==> config.mk <==
export PLATFORM = sky130hd
export DESIGN_NAME = multicycle_controller
export DESIGN_NICKNAME = d
export VERILOG_FILES = /design/src/rtl/multicycle_controller.sv
export SDC_FILE = /design/constraint.sdc
export NUM_CORES = 1
export LEC_CHECK = 0
export CORE_MARGIN = 5
export CORE_UTILIZATION = 35
export CTS_CLUSTER_DIAMETER = 30
export DETAILED_ROUTE_END_ITERATION = 8
export MAX_ROUTING_LAYER = met4
export PLACE_DENSITY = 0.79
export SYNTH_ARGS = -nofsm -noshare
export SYNTH_HDL_FRONTEND = slang
export SYNTH_SLANG_ARGS = --single-unit
==> constraint.sdc <==
create_clock -name clk -period 1.61 [get_ports clk]
set_input_delay 0.483 -clock clk [delete_from_list [all_inputs] [get_ports clk]]
set_output_delay 0.483 -clock clk [all_outputs]
set_load 0.005 [all_outputs]
==> src/rtl/multicycle_controller.sv <==
// Moore sequencer for the multi-cycle MIPS datapath (IR/A/B/ALUOut/MDR, shared memory).
// Define MULTICYCLE_PERF_CNT_EN to add the instr_count/cycle_count performance counters.
module multicycle_controller #(
    parameter int OPC_W  = 6,
    parameter int PERF_W = 32
) (
    input  logic             clk,
    input  logic             rst,
    input  logic [OPC_W-1:0] opc,
    input  logic [OPC_W-1:0] func,
    input  logic             zero,
    input  logic             mem_ready,
    output logic             PCWriteEn,
    output logic             IorD,
    output logic             MemRead,
    output logic             MemWrite,
    output logic             IRWrite,
    output logic             MemToReg,
    output logic [1:0]       RegDst,
    output logic [1:0]       DataToWrite,
    output logic             RegWrite,
    output logic             ALUSrcA,
    output logic [1:0]       ALUSrcB,
    output logic [2:0]       ALUoperation,
    output logic [1:0]       PCSrc
`ifdef MULTICYCLE_PERF_CNT_EN
    ,
    output logic [PERF_W-1:0] instr_count,
    output logic [PERF_W-1:0] cycle_count
`endif
);

    localparam logic [OPC_W-1:0] OP_RTYPE = OPC_W'(6'b000000);
    localparam logic [OPC_W-1:0] OP_LW    = OPC_W'(6'b100011);
    localparam logic [OPC_W-1:0] OP_SW    = OPC_W'(6'b101011);
    localparam logic [OPC_W-1:0] OP_BEQ   = OPC_W'(6'b000100);
    localparam logic [OPC_W-1:0] OP_ADDI  = OPC_W'(6'b001000);
    localparam logic [OPC_W-1:0] OP_SLTI  = OPC_W'(6'b001010);
    localparam logic [OPC_W-1:0] OP_J     = OPC_W'(6'b000010);
    localparam logic [OPC_W-1:0] OP_JAL   = OPC_W'(6'b000011);
    localparam logic [OPC_W-1:0] OP_JR    = OPC_W'(6'b000110);

    localparam logic [2:0] ALU_AND = 3'b000;
    localparam logic [2:0] ALU_OR  = 3'b001;
    localparam logic [2:0] ALU_ADD = 3'b010;
    localparam logic [2:0] ALU_SUB = 3'b011;
    localparam logic [2:0] ALU_SLT = 3'b111;

    typedef enum logic [3:0] {
        S_FETCH  = 4'd0,  S_DECODE = 4'd1,  S_MEMADR = 4'd2,  S_MRD = 4'd3,
        S_LWB    = 4'd4,  S_MWR    = 4'd5,  S_REX    = 4'd6,  S_RWB = 4'd7,
        S_BEQ    = 4'd8,  S_IEX    = 4'd9,  S_IWB    = 4'd10, S_J   = 4'd11,
        S_JAL    = 4'd12, S_JR     = 4'd13
    } state_t;

    state_t r_state;
    state_t w_next;

    logic       w_pcWrite, w_pcWriteCond, w_iorD, w_memRead, w_memWrite, w_irWrite;
    logic       w_memToReg, w_regWrite, w_aluSrcA;
    logic [1:0] w_regDst, w_dataToWrite, w_aluSrcB, w_pcSrc;
    logic [2:0] w_aluOp, w_funcOp, w_immOp;

    function automatic logic [2:0] funcToAlu(input logic [OPC_W-1:0] f);
        case (f)
            OPC_W'(6'b100100): return ALU_AND;
            OPC_W'(6'b100101): return ALU_OR;
            OPC_W'(6'b100000): return ALU_ADD;
            OPC_W'(6'b100010): return ALU_SUB;
            OPC_W'(6'b101010): return ALU_SLT;
            default:           return ALU_AND;
        endcase
    endfunction

    assign w_funcOp = funcToAlu(func);
    assign w_immOp  = (opc == OP_SLTI) ? ALU_SLT : ALU_ADD;

    always_ff @(posedge clk or negedge rst) begin
        if (!rst) r_state <= S_FETCH;
        else      r_state <= w_next;
    end

    always_comb begin
        w_next = S_FETCH;
        case (r_state)
            S_FETCH:  w_next = mem_ready ? S_DECODE : S_FETCH;
            S_DECODE: begin
                case (opc)
                    OP_LW, OP_SW:     w_next = S_MEMADR;
                    OP_RTYPE:         w_next = S_REX;
                    OP_BEQ:           w_next = S_BEQ;
                    OP_ADDI, OP_SLTI: w_next = S_IEX;
                    OP_J:             w_next = S_J;
                    OP_JAL:           w_next = S_JAL;
                    OP_JR:            w_next = S_JR;
                    default:          w_next = S_FETCH;
                endcase
            end
            S_MEMADR: w_next = (opc == OP_LW) ? S_MRD : ((opc == OP_SW) ? S_MWR : S_FETCH);
            S_MRD:    w_next = mem_ready ? S_LWB : S_MRD;
            S_MWR:    w_next = mem_ready ? S_FETCH : S_MWR;
            S_REX:    w_next = S_RWB;
            S_IEX:    w_next = S_IWB;
            default:  w_next = S_FETCH;
        endcase
    end

    // Raw per-state controls; the write/request strobes are gated by reset below.
    always_comb begin
        w_pcWrite     = 1'b0;
        w_pcWriteCond = 1'b0;
        w_iorD        = 1'b0;
        w_memRead     = 1'b0;
        w_memWrite    = 1'b0;
        w_irWrite     = 1'b0;
        w_memToReg    = 1'b0;
        w_regDst      = 2'b00;
        w_dataToWrite = 2'b00;
        w_regWrite    = 1'b0;
        w_aluSrcA     = 1'b0;
        w_aluSrcB     = 2'b00;
        w_aluOp       = ALU_AND;
        w_pcSrc       = 2'b00;
        case (r_state)
            S_FETCH: begin
                w_memRead = 1'b1;
                w_aluSrcB = 2'b01;
                w_aluOp   = ALU_ADD;
                w_irWrite = mem_ready;
                w_pcWrite = mem_ready;
            end
            S_DECODE: begin
                w_aluSrcB = 2'b11;
                w_aluOp   = ALU_ADD;
            end
            S_MEMADR: begin
                w_aluSrcA = 1'b1;
                w_aluSrcB = 2'b10;
                w_aluOp   = ALU_ADD;
            end
            S_MRD: begin
                w_iorD    = 1'b1;
                w_memRead = 1'b1;
            end
            S_LWB: begin
                w_memToReg = 1'b1;
                w_regWrite = 1'b1;
            end
            S_MWR: begin
                w_iorD     = 1'b1;
                w_memWrite = 1'b1;
            end
            S_REX: begin
                w_aluSrcA = 1'b1;
                w_aluOp   = w_funcOp;
            end
            S_RWB: begin
                w_regDst   = 2'b01;
                w_regWrite = 1'b1;
                w_aluOp    = w_funcOp;
            end
            S_BEQ: begin
                w_aluSrcA     = 1'b1;
                w_aluOp       = ALU_SUB;
                w_pcSrc       = 2'b01;
                w_pcWriteCond = 1'b1;
            end
            S_IEX: begin
                w_aluSrcA = 1'b1;
                w_aluSrcB = 2'b10;
                w_aluOp   = w_immOp;
            end
            S_IWB: begin
                w_regWrite = 1'b1;
                w_aluOp    = w_immOp;
            end
            S_J: begin
                w_pcSrc   = 2'b10;
                w_pcWrite = 1'b1;
            end
            S_JAL: begin
                w_pcSrc       = 2'b10;
                w_pcWrite     = 1'b1;
                w_regDst      = 2'b10;
                w_dataToWrite = 2'b01;
                w_regWrite    = 1'b1;
            end
            S_JR: begin
                w_pcSrc   = 2'b11;
                w_pcWrite = 1'b1;
            end
            default: ;
        endcase
    end

    assign PCWriteEn    = rst & (w_pcWrite | (w_pcWriteCond & zero));
    assign MemRead      = rst & w_memRead;
    assign MemWrite     = rst & w_memWrite;
    assign IRWrite      = rst & w_irWrite;
    assign RegWrite     = rst & w_regWrite;
    assign IorD         = w_iorD;
    assign MemToReg     = w_memToReg;
    assign RegDst       = w_regDst;
    assign DataToWrite  = w_dataToWrite;
    assign ALUSrcA      = w_aluSrcA;
    assign ALUSrcB      = w_aluSrcB;
    assign ALUoperation = w_aluOp;
    assign PCSrc        = w_pcSrc;

`ifdef MULTICYCLE_PERF_CNT_EN
    logic [PERF_W-1:0] r_instrCount;
    logic [PERF_W-1:0] r_cycleCount;

    // An instruction retires whenever the sequencer returns to fetch from any other state.
    always_ff @(posedge clk or negedge rst) begin
        if (!rst) begin
            r_instrCount <= '0;
            r_cycleCount <= '0;
        end else begin
            r_cycleCount <= r_cycleCount + PERF_W'(1);
            if (w_next == S_FETCH && r_state != S_FETCH)
                r_instrCount <= r_instrCount + PERF_W'(1);
        end
    end

    assign instr_count = r_instrCount;
    assign cycle_count = r_cycleCount;
`endif

endmodule

Word-level counts from Yosys, hierarchy flattened --
Cells that the tools add are included.
Cells by class: add/subtract/negate cells 0, multipliers 0, divide/modulo/power cells 0, magnitude comparators 0, equal/unequal tests 25, shifts and indexed selects 0, muxes and demuxes 23, bitwise logic cells 7, reductions and logical operators 14
Operator list (number):
- $pmux 4 s7 | 2
- $eq 6x6->1 const B | 6
- $eq 4x4->1 const B | 6
- $pmux 3 s4 | 2
- $eq 4x3->1 const B | 4
- $reduce_or 2->1 | 8
- $mux 3 | 5
- $eq 6x2->1 const B | 2
- $eq 6x3->1 const B | 2
- $eq 6x4->1 const B | 2
- $pmux 2 s3 | 2
- $mux 1 | 10
- $eq 4x2->1 const B | 2
- $reduce_or 4->1 | 2
- $and 1x1->1 | 6
- $logic_not 6->1 | 1
- $reduce_or 3->1 | 2
- $eq 4x1->1 const B | 1
- $logic_not 4->1 | 1
- $pmux 2 s2 | 1
- $pmux 1 s2 | 1
- $or 1x1->1 | 1
Word-level totals: register bits 4, latch bits 0, memory bits (writable) 0, ROM bits 0, output and inout port bits 19, word-level logic and storage cells 70, memories kept 0

Depth between registers and ports, before layout --
depth after elaboration 5, gate-level depth with buffers 6, depth with buffers taken out 4

Worst setup path before layout --
Ideal clock, no wire load.
kind input -> output, start point input opc[1], end point output ALUoperation[0], data arrival time 1.228 ns, data required time 1.127 ns, slack -0.101 ns, stages on the path 4, path through nor2b_2 nand4b_1 maj3_2 o21ai_1
Between the ends: longest elaborated chain between the ends 3
Ends and longest elaborated chain:
- from (decl) | RTL line 9 | input logic [OPC_W-1:0] opc,
- $eq 6x4->1 | RTL line 76 | assign w_immOp = (opc == OP_SLTI) ? ALU_SLT : ALU_ADD;
- $mux 3 | RTL line 76
- $pmux 3 s4 | RTL line 124 | case (r_state)
- to (decl) | RTL line 24 | output logic [2:0] ALUoperation,
Every way passes these cells.

Final worst setup path --
start point register r_state[1], end point output ALUoperation[2]
Between the ends: longest elaborated chain between the ends 3
Ends and longest elaborated chain:
- from (decl) | RTL line 56 | state_t r_state;
- from (signal assigned) | RTL line 80 | else r_state <= w_next;
- $eq 4x1->1 (tied with other cells) | RTL line 124
- $reduce_or 3->1 (no source line) or $reduce_or 2->1 (tied branches)
- $pmux 3 s4 (*) | RTL line 124
Every way passes the cells marked *; elsewhere a longest branch is shown, timed or not.

==> metrics <==
post-DR vias/cell around 5.5; num rows 16; crit path kind flop to primary output; Leak 0.743 nW; Synth Net Count about 120; post-synthesis sequential area ratio about 14%; Crit path arrival time roughly 1.5 ns; clock tree sinks 4; Critical Path Slowest Stage Cell dfrtp_2; Via Count 1142; minimum clock period between 2 and 2.5 ns; final-report hold violation count 0; drt drc 0; critical path cell sequence buf_4 > and2b_1 > nor2_2 > o32ai_2 > buf_2; largest reg by FF count r_state; CP endpoint kind primary output; core area 0.00192 sq mm; Root Driver clkbuf_4; Mean Syn Cell Area 6.88 sq um; worst path bufs/invs 2; FMAX 494 MHz; Die Area ~0.0030 sq mm; Routed WL ~3.7 mm; Die X about 55 um; starting density of the core 36.1%; Syn Inst Count about 100; period utilisation layout 126%; first-pass GRT wire length about 5.2 mm; TritonCTS clock tree done; Post-synth top flop dfrtp_1; largest registers r_state: 4 flops; First-pass DRT Iterations 4; status finished, violations left; # Max-Cap Violations 0; pre-CTS setup slack -1.06 ns; Final WS setup -0.414 ns; pin count of the biggest net entering global routing 13; share of layout cells above drive strength 1 67.0%; Ys Warns 0; Hold Buf Count CTS 0; CP delay by family, top flip-flops; Crit path largest cell delay between 0.4 and 0.5 ns; clk slew on worst S/H paths approximately 0.040 ns; WL/cell roughly 18 um; placed inst area approximately 0.0013 sq mm; Post-DRT Antenna Nets 0; GPL Wtd Cong around 0.92; H-tree levels 1; Tot GR Track Use roughly 25%; DR iter-0 viols 39; R2R Path End r_state[0]$_DFF_PN0_; endpoints failing setup 20; flops & latches, synth 4; IO Pins 35; Post-synth EDFFs 0; Synth Cell Area between 600 and 700 sq um; DP HPWL slightly below 2 mm; CTS max path bufs 2; Setup Skew 0.00704 ns; Nets between 150 and 200; global route total overflow 0; initial antenna violation count 0; synth unique cells between 40 and 50; Power Density about 950 mW/mm^2; RSZ-0062 raised after global routing true; critical-path maximum fanout 4; Port Buffers 33; area grow syn2layout 134%; leading area contributor after synthesis dfrtp_1; worst-case vdd ir drop about 0.83 mV; Pins Over Slew Limit 0; WHS between 0.3 and 0.4 ns; post-synth top area share ~14%; Fillers about 120; Area contributors post-synth dfrtp_1 (14%), nand2b_1 (7.2%), nor3_1 (5.0%), nor2_1 (4.9%), buf_2 (4.3%); FF-to-FF Start r_state[1]$_DFF_PN0_; Hold Path Class input port to async pin; CTS Buf Count 3; chip height roughly 55 um; failing checks setup timing; vias in the first global route roughly 1100; R2R Setup Slk -0.19 ns; max FFs per register 4; Async S/R FF share, synth 100%; post-route cell area 0.00163 sq mm; R2R depth 8; antenna cells 0; worst-skew pair later-pin latency between 0.2 and 0.25 ns; Startpoint Class flop; WP data required 1.13 ns
-- cells in the mapped netlist, types with 2 or more instances --
cell      instances
inv_1             2
dfrtp_1           4
or3_1             2
nand2_1           5
buf_4             2
nand3b_1          2
a21oi_1           4
o21ai_1           5
nand3_1           5
nor3b_1           3
buf_2             6
nor3_1            7
o21ai_0           2
a21o_1            2
a22oi_1           3
nand2b_1          8
nor2b_1           3
nor2_1            9
o221ai_1          2
xnor2_1           3
-- placed cells by master, fill, tap and decap left out, drive strengths merged, types with 2 or more instances in the layout --
master	synthesis	layout
a21o	2	2
a21oi	4	4
a22oi	3	3
buf	8	73
clkbuf	1	3
dfrtp	4	4
dlygate4sd2	0	11
inv	2	2
nand2	5	5
nand2b	8	8
nand3	5	5
nand3b	2	2
nor2	9	9
nor2b	4	4
nor3	7	7
nor3b	4	4
o21ai	7	7
o221ai	2	2
or3	2	2
xnor2	3	3
-- logic make-up after synthesis --
kind of cell | share of synthesized area, %
AOI/OAI and AO/OA | 22.9
xor gates and xnor gates | 3.78
adders and majority gates | 1.62
buffers and inverters | 8.11
DFF | 14.4
muxes | 1.44
other | 0.540
and+or+nand+nor | 47.2
-- power by group --
part | switching, mW | internal [mW] | leakage (nW) | total, mW
logic | 0.575 | 0.688 | 0.679 | 1.26
registers | 0.0317 | 0.126 | 0.0503 | 0.158
clock network | 0.0451 | 0.0837 | 0.0138 | 0.129
total | 0.651 | 0.898 | 0.743 | 1.55
-- worst max-delay path by stage --
stage,from,to,cells past startpoint
2_1_floorplan,opc[1],ALUoperation[0],4
3_3_place_gp,opc[1],ALUoperation[0],6
3_5_place_dp,opc[1],ALUoperation[0],6
4_1_cts,r_state[1]$_DFF_PN0_,ALUoperation[0],7
5_1_grt,r_state[1]$_DFF_PN0_,ALUoperation[2],5
6_report,r_state[1]$_DFF_PN0_,ALUoperation[2],5
-- per-layer routing --
layer,up-vias,routed length (um),GRT usage (%)
met4,0,49,11.6
li1,525,-,-
met5,-,0,-
met3,8,210,4.09
met2,52,1990,44.4
met1,557,1480,26.3
-- metrics by stage --
step / TNS, ns / util (%) / cells / total power, mW
final: -4.30 / 84.7 / 206 / 1.55
after global routing: -5.38 / 84.7 / 206 / 1.63
after CTS: -3.22 / 76.0 / 203 / 1.29
after detailed placement: -9.87 / 65.9 / 183 / 0.959
after global placement: -9.38 / 65.9 / 183 / 0.942
after floorplan: -0.0309 / - / 101 / 0.500
-- repair_timing --
| action | in CTS | in global routing |
|---|---|---|
| resized for setup | 136 | 27 |
| setup endpoints to repair | 19 | 21 |
| buffers inserted | 18 | 4 |
| pin swaps | 20 | 15 |
-- area by class of cell --
type                    instances  area [sq um]  share of cell area [%]
repair buffers                 84           674                    41.4
inverters                       2          7.51                   0.461
clock buffers                   3          22.5                    1.38
flip-flops and latches          4           103                    6.30
multi-input cells              86           787                    48.3
well taps                      27          33.8                    2.08
(Power assumes the default switching activity.)
